[src/rtl/pmp_match_unit.sv]
// One pattern-matching engine: holds a pattern of up to 8 bytes and scans streamed
// data byte-serially, keeping an 8-byte history so matches can span data words.
module pmp_match_unit #(
    parameter int CNT_W = 8
) (
    input  logic             clk,
    input  logic             reset,
    input  logic [63:0]      data,
    input  logic [15:0]      control,
    input  logic             data_ready,
    output logic             data_accepted,
    output logic             pattern_accepted,
    output logic [CNT_W-1:0] match_count,
    output logic             busy
);
    typedef enum logic [1:0] {IDLE, EXEC, SCAN, ACK} state_t;

    localparam logic [1:0] OP_NOP   = 2'b00;
    localparam logic [1:0] OP_LOAD  = 2'b01;
    localparam logic [1:0] OP_MATCH = 2'b10;
    localparam logic [1:0] OP_CLEAR = 2'b11;

    state_t      state;
    logic [63:0] data_q;
    logic [1:0]  op_q;
    logic [3:0]  n_q;
    logic [2:0]  idx;
    logic [63:0] pattern;
    logic [3:0]  pat_len;
    logic        pat_valid;
    logic [63:0] history;
    logic [3:0]  hist_cnt;

    logic [7:0]  scan_byte;
    logic [63:0] hist_next;
    logic [3:0]  hist_cnt_next;
    logic        match_hit;
    logic [63:0] load_pat;
    logic [2:0]  hpos;

    // History byte 0 is the newest; pattern byte 0 is the oldest of the match window.
    always_comb begin
        hpos          = '0;
        scan_byte     = data_q[{idx, 3'b000} +: 8];
        hist_next     = {history[55:0], scan_byte};
        hist_cnt_next = (hist_cnt == 4'd8) ? 4'd8 : hist_cnt + 4'd1;
        match_hit     = pat_valid && (pat_len != 4'd0) && (hist_cnt_next >= pat_len);
        for (int j = 0; j < 8; j++) begin
            if (4'(j) < pat_len) begin
                hpos = 3'(pat_len - 4'd1 - 4'(j));
                if (hist_next[{hpos, 3'b000} +: 8] != pattern[8*j +: 8])
                    match_hit = 1'b0;
            end
        end
        load_pat = '0;
        for (int j = 0; j < 8; j++) begin
            if (4'(j) < n_q)
                load_pat[8*j +: 8] = data_q[8*j +: 8];
        end
    end

    always_ff @(posedge clk or posedge reset) begin
        if (reset) begin
            state            <= IDLE;
            data_q           <= '0;
            op_q             <= OP_NOP;
            n_q              <= '0;
            idx              <= '0;
            pattern          <= '0;
            pat_len          <= '0;
            pat_valid        <= 1'b0;
            history          <= '0;
            hist_cnt         <= '0;
            data_accepted    <= 1'b0;
            pattern_accepted <= 1'b0;
            match_count      <= '0;
            busy             <= 1'b0;
        end else begin
            case (state)
                IDLE: begin
                    if (data_ready) begin
                        data_q <= data;
                        op_q   <= control[15:14];
                        n_q    <= {1'b0, control[13:11]} + 4'd1;
                        idx    <= '0;
                        case (control[15:14])
                            OP_LOAD, OP_CLEAR: begin
                                state <= EXEC;
                                busy  <= 1'b1;
                            end
                            OP_MATCH: begin
                                state <= SCAN;
                                busy  <= 1'b1;
                            end
                            default: begin
                                state         <= ACK;
                                data_accepted <= 1'b1;
                            end
                        endcase
                    end
                end
                EXEC: begin
                    if (op_q == OP_LOAD) begin
                        pattern   <= load_pat;
                        pat_len   <= n_q;
                        pat_valid <= 1'b1;
                    end else begin
                        pat_valid <= 1'b0;
                    end
                    history          <= '0;
                    hist_cnt         <= '0;
                    match_count      <= '0;
                    pattern_accepted <= 1'b0;
                    busy             <= 1'b0;
                    data_accepted    <= 1'b1;
                    state            <= ACK;
                end
                SCAN: begin
                    history  <= hist_next;
                    hist_cnt <= hist_cnt_next;
                    if (match_hit) begin
                        pattern_accepted <= 1'b1;
                        if (match_count != {CNT_W{1'b1}})
                            match_count <= match_count + 1'b1;
                    end
                    if ({1'b0, idx} == n_q - 4'd1) begin
                        busy          <= 1'b0;
                        data_accepted <= 1'b1;
                        state         <= ACK;
                    end else begin
                        idx <= idx + 3'd1;
                    end
                end
                ACK: begin
                    if (!data_ready) begin
                        data_accepted <= 1'b0;
                        state         <= IDLE;
                    end
                end
                default: state <= IDLE;
            endcase
        end
    end
endmodule
[config.mk]
export PLATFORM = sky130hd
export DESIGN_NAME = pmp_match_unit
export DESIGN_NICKNAME = d
export VERILOG_FILES = /design/src/rtl/pmp_match_unit.sv
export SDC_FILE = /design/constraint.sdc
export NUM_CORES = 1
export LEC_CHECK = 0
export CORE_MARGIN = 3
export CORE_UTILIZATION = 54
export DETAILED_ROUTE_END_ITERATION = 10
export PLACE_DENSITY = 0.74
export SETUP_SLACK_MARGIN = 0.5
export SYNTH_ARGS = -nofsm -noshare
export SYNTH_HDL_FRONTEND = slang
export SYNTH_SLANG_ARGS = --single-unit
export TNS_END_PERCENT = 20
[constraint.sdc]
create_clock -name clk -period 7.65 [get_ports clk]
set_clock_uncertainty 0.05 [all_clocks]
set_input_delay 2.295 -clock clk [delete_from_list [all_inputs] [get_ports clk]]
set_output_delay 2.295 -clock clk [all_outputs]
set_load 0.02 [all_outputs]
-- After elaboration in Yosys (flattened, before gate mapping)
Cells that the tools add are included.
- eq/ne operators: 26
- magnitude comparators: 17
- muxes and demuxes: 50
- reduce and logical (&&, ||, !) cells: 17
- $add $sub $neg: 13
- shift-type cells: 9
- operators by type and width (operator ; number):
    $shiftx A64 B7 Y8 ; 9
    $pmux W56 S2 ; 1
    $mux W8 ; 10
    $ne A8 B8 Y1 ; 8
    $lt A3 B4 Y1 const A ; 8
    $mux W1 ; 25
    $lt A1 B4 Y1 const A ; 4
    $lt A2 B4 Y1 const A ; 4
    $ne A2 B2 Y1 const B ; 8
    $pmux W8 S2 ; 1
    $sub A3 B3 Y3 const B ; 4
    $reduce_and A3 Y1 ; 3
    $add A8 B1 Y8 const B ; 1
    $eq A2 B2 Y1 const B ; 4
    $ne A8 B8 Y1 const B ; 1
    $pmux W2 S4 ; 1
    $pmux W4 S2 ; 1
    $reduce_and A4 Y1 ; 2
    $eq A2 B1 Y1 const B ; 3
    $mux W2 ; 3
    $mux W3 ; 2
    $pmux W3 S2 ; 1
    $reduce_and A2 Y1 ; 3
    $sub A3 B1 Y3 const B ; 2
    other kinds (20) ; 23
- word-level logic and storage cells: 146
- register bits after elaboration: 215
- output and inout port bits: 11
- input port bits: 83

-- Logic depth before layout (Yosys ltp)
- depth in word-level cells: 22
- mapped depth: 24
- mapped depth without buffers: 15

-- Worst setup path before layout
No wires, ideal clock.
- path type: register to register
- from: register pat_len[0]
- to: register match_count[4]
- path buffers: 5
- required time: 7.474 ns
- arrival: 4.635 ns
- stages on the path, launching flop included: 19
- path slack: 2.839 ns
- cells stage by stage: dfrtp_1 > buf_4 > buf_6 > inv_2 > clkbuf_1 > clkbuf_1 > ha_1 > buf_6 > mux4_2 > mux2_2 > and2_4 > a2111oi_4 > o22ai_1 > or4_1 > o41ai_2 > a41o_1 > nand3_2 > or2_1 > o311a_1
- cells in the longest elaborated chain, start to end: 21
- elaborated cells on any way between the ends: 54
- those cells by class: add/sub (8); order compare (9); eq/ne (9); shift (8); mux (16); reduce/logical (4)
- RTL lines (item ; line ; source):
    from (decl) ; 29 ; logic [3:0] pat_len;
    from (signal assigned) ; 105 ; pat_len <= n_q;
    branches (longest 18 deep; another with $sub A3 B1 Y3) ; n/a ;
    $mux W1 * ; 49 ; if (4'(j) < pat_len) begin
    $ne A2 B2 Y1 (no source line) * ; n/a ;
    $reduce_and A3 Y1 (no source line) * ; n/a ;
    to (signal assigned) ; 124 ; match_count <= match_count + 1'b1;
    to (decl) ; 13 ; output logic [CNT_W-1:0] match_count,
Every way passes the cells marked *.
A chain may end at the register's enable or synchronous reset.

-- Worst setup path after layout
Ends and elaborated chain as after synthesis.

==> flow_metrics.tcl <==
set metrics [dict create \
    fill_cells 2028 \
    power.leakage_nw 6.33 \
    power_density_nw_per_um2 482 \
    yosysWarningCount 0 \
    coreArea_um2 24500 \
    grt_pass1_wl_mm 63.8 \
    p_sw_mw 3.55 \
    hp-class "reg -> reg" \
    drv_cap 0 \
    hold_viol_final 0 \
    io_buffer_count 82 \
    slew_violations 0 \
    finalSetupViolations 0 \
    worstSetupEndpointType "flop" \
    drt_iter0_drc 1329 \
    cts_hold_buffers 0 \
    critical_path_class "reg -> reg" \
    synth_nets 1502 \
    cts_buffers 24 \
    htreeDepth 1 \
    syn_inst 1399 \
    slew_headroom_pct 23.8 \
    antenna_left 0 \
    cts_setup_buffers 0 \
    drt-total-wl_mm 41.5 \
    ys_top_cells_by_area "dfrtp_1 40%, mux2i_1 7.1%, mux2_2 6.6%, o21ai_0 4.4%, a22o_1 3.7%" \
    rsz0062_at_grt "false" \
    synth-edff-count 0 \
    wl_per_cell_um 23.4 \
    yosys.area.top_type "dfrtp_1" \
    initial_core_util_pct 55.4 \
    synth-main-ff-cell "dfrtp_1" \
    n_antenna_cell 0 \
    cts_resized 0 \
    drc_errors 0 \
    crit_fanout 75 \
    p_clk_share_pct 16.5 \
    max_clock_freq_mhz 175 \
    mostFrequentLayoutCells "213 x dfrtp_1, 119 x o21ai_0, 114 x nand2_1" \
    cts.path.max_buffers 3 \
    gr-total-overflow 0 \
    pwr-share-seq_pct 26.0 \
    arrival_ns 6.07 \
    syn-cell-area_um2 13600 \
    die-area_um2 27100 \
    syn_avg_cell_area_um2 9.71 \
    drt_pass1_iterations 5 \
    multi_input_area_um2 7460 \
    clkTransAtPathRegs_ns 0.06 \
    holdWs_ns 0.434 \
    cts-root-buf "clkbuf_16" \
    ys_async_sr_fraction_pct 100 \
    synthToLayoutAreaGrowth_pct 13.2 \
    start_kind "flop" \
    hpwlAfterDp_mm 30.5 \
    period_share_pct 74.7 \
    via_count 11500 \
    p_comb_share_pct 57.5 \
    die-height_um 165 \
    final_common_cell "dfrtp_1" \
    seq_area_frac_synth_pct 39.6 \
    register_area_um2 5380 \
    ys_types 80 \
    io_pins 94 \
    die_w_um 165 \
    outcome "finished, final reports clean" \
    cts_tree "yes" \
    grt_antenna_before_repair 0 \
    fin_nets 1533 \
    clock_latency_ns 0.55 \
    final.setup.tns_ns 0 \
    ys_ff_latch 215 \
    viasPerCell 6.50 \
    tightestPinTransition_ns 1.14 \
    cts.sink_count 215 \
    grt_pass1_vias 10900 \
    p_total_mw 7.41 \
    grt_max_degree 98 \
    swShare_pct 47.9 \
    drive_gt1_share_pct 12.6 \
    rows 57 \
    gp_congestion 0.968 \
    p_int_mw 3.86 \
    required_ns 8.01 \
    synth_top_area_share_pct 39.6 \
    ir_worst_vdd_mv 0.287 \
    track_usage_pct 30.7 \
    layout_min_cycle_time_ns 5.72 \
]
[critical path, cell delays in order, from the launching register on]
cell	delay, ns
dfrtp_2	0.41
inv_2	0.48
ha_4	0.88
buf_4	0.45
mux4_2	0.57
mux2_2	0.29
and2_4	0.17
a2111oi_4	0.31
o22ai_1	0.09
or4_1	0.46
o41ai_2	0.28
a41o_1	0.25
nand3_2	0.16
or2_1	0.31
o311a_1	0.34
[kinds of logic after synthesis]
group | count (synthesis) | share of synthesized area (%)
buffers and inverters | 176 | 5.83
DFF | 215 | 39.6
and+or+nand+nor | 358 | 12.8
muxes | 199 | 17.4
AOI/OAI and AO/OA | 379 | 19.0
adders and majority gates | 20 | 1.84
xor gates and xnor gates | 52 | 3.52
[final timing paths]
kind	from	to	slack (ns)	cells after the start
setup / recovery	pat_len[0]$_DFFE_PP0P_	match_count[4]$_DFFE_PP0P_	1.93	14
hold / removal	pattern_accepted$_DFFE_PP0P_	pattern_accepted$_DFFE_PP0P_	0.43	2
setup reg to reg	pat_len[0]$_DFFE_PP0P_	match_count[4]$_DFFE_PP0P_	1.93	14
hold reg to reg	pattern_accepted$_DFFE_PP0P_	pattern_accepted$_DFFE_PP0P_	0.43	2
max in group asynchronous	reset	pattern[2]$_DFFE_PP0P_	4.18	3
min in group asynchronous	reset	state[1]$_DFFE_PP0P_	2.30	2
[flip-flops by register name (all words and copies together) (netlist names)]
signal	cells
pattern_accepted	1
match_count	8
state	2
op_q	2
pat_len	4
data_accepted	1
pattern	64
idx	3
data_q	64
busy	1
pat_valid	1
hist_cnt	4
n_q	4
history	56
[layer usage]
metal	share of wire, %	GRT usage, %	vias up
met5	0	0	-
met4	4.3	11.6	0
met3	7.3	4.87	91
met2	46	47.5	494
met1	43	43.6	5704
li1	-	-	5237
[Yosys cell counts, types with 11 or more instances]
cell / count
a211oi_1: 11
a21oi_1: 48
a22o_1: 57
a22oi_1: 28
a31oi_1: 14
buf_2: 21
buf_4: 12
clkbuf_1: 48
dfrtp_1: 215
ha_1: 20
inv_1: 79
mux2_2: 80
mux2i_1: 97
mux4_2: 21
nand2_1: 115
nand3_1: 77
nor2_1: 60
nor3_1: 23
o21ai_0: 119
o22ai_1: 14
or3_1: 16
xnor2_1: 26
xor2_1: 24
[power by group through the flow]
stage,logic [mW],registers (mW),clock network [mW]
floorplan,3.29,1.72,0
global placement,4.08,1.92,0
detailed placement,4.16,1.93,0
CTS,4.17,1.92,1.24
global route,4.59,1.96,1.29
finish,4.26,1.93,1.22
[area by class of cell]
class / count / area share [%]
well taps: 324 / 2.64
repair buffers: 100 / 6.38
flip-flops and latches: 215 / 35.0
inverters: 81 / 2.00
clock inverters: 11 / 1.03
clock buffers: 33 / 4.45
multi-input cells: 1008 / 48.5
[per-stage QoR]
step           instance area, µm²  instances  utilization, %  setup slack, ns
2_1_floorplan               13600       1399               -             2.51
3_3_place_gp                14500       1728            59.3             2.11
3_5_place_dp                14500       1728            59.3             2.03
4_1_cts                     15400       1772            62.7             2.00
5_1_grt                     15400       1772            62.7             1.71
6_report                    15400       1772            62.7             1.93
No activity file was read; power rests on OpenSTA's default activity.
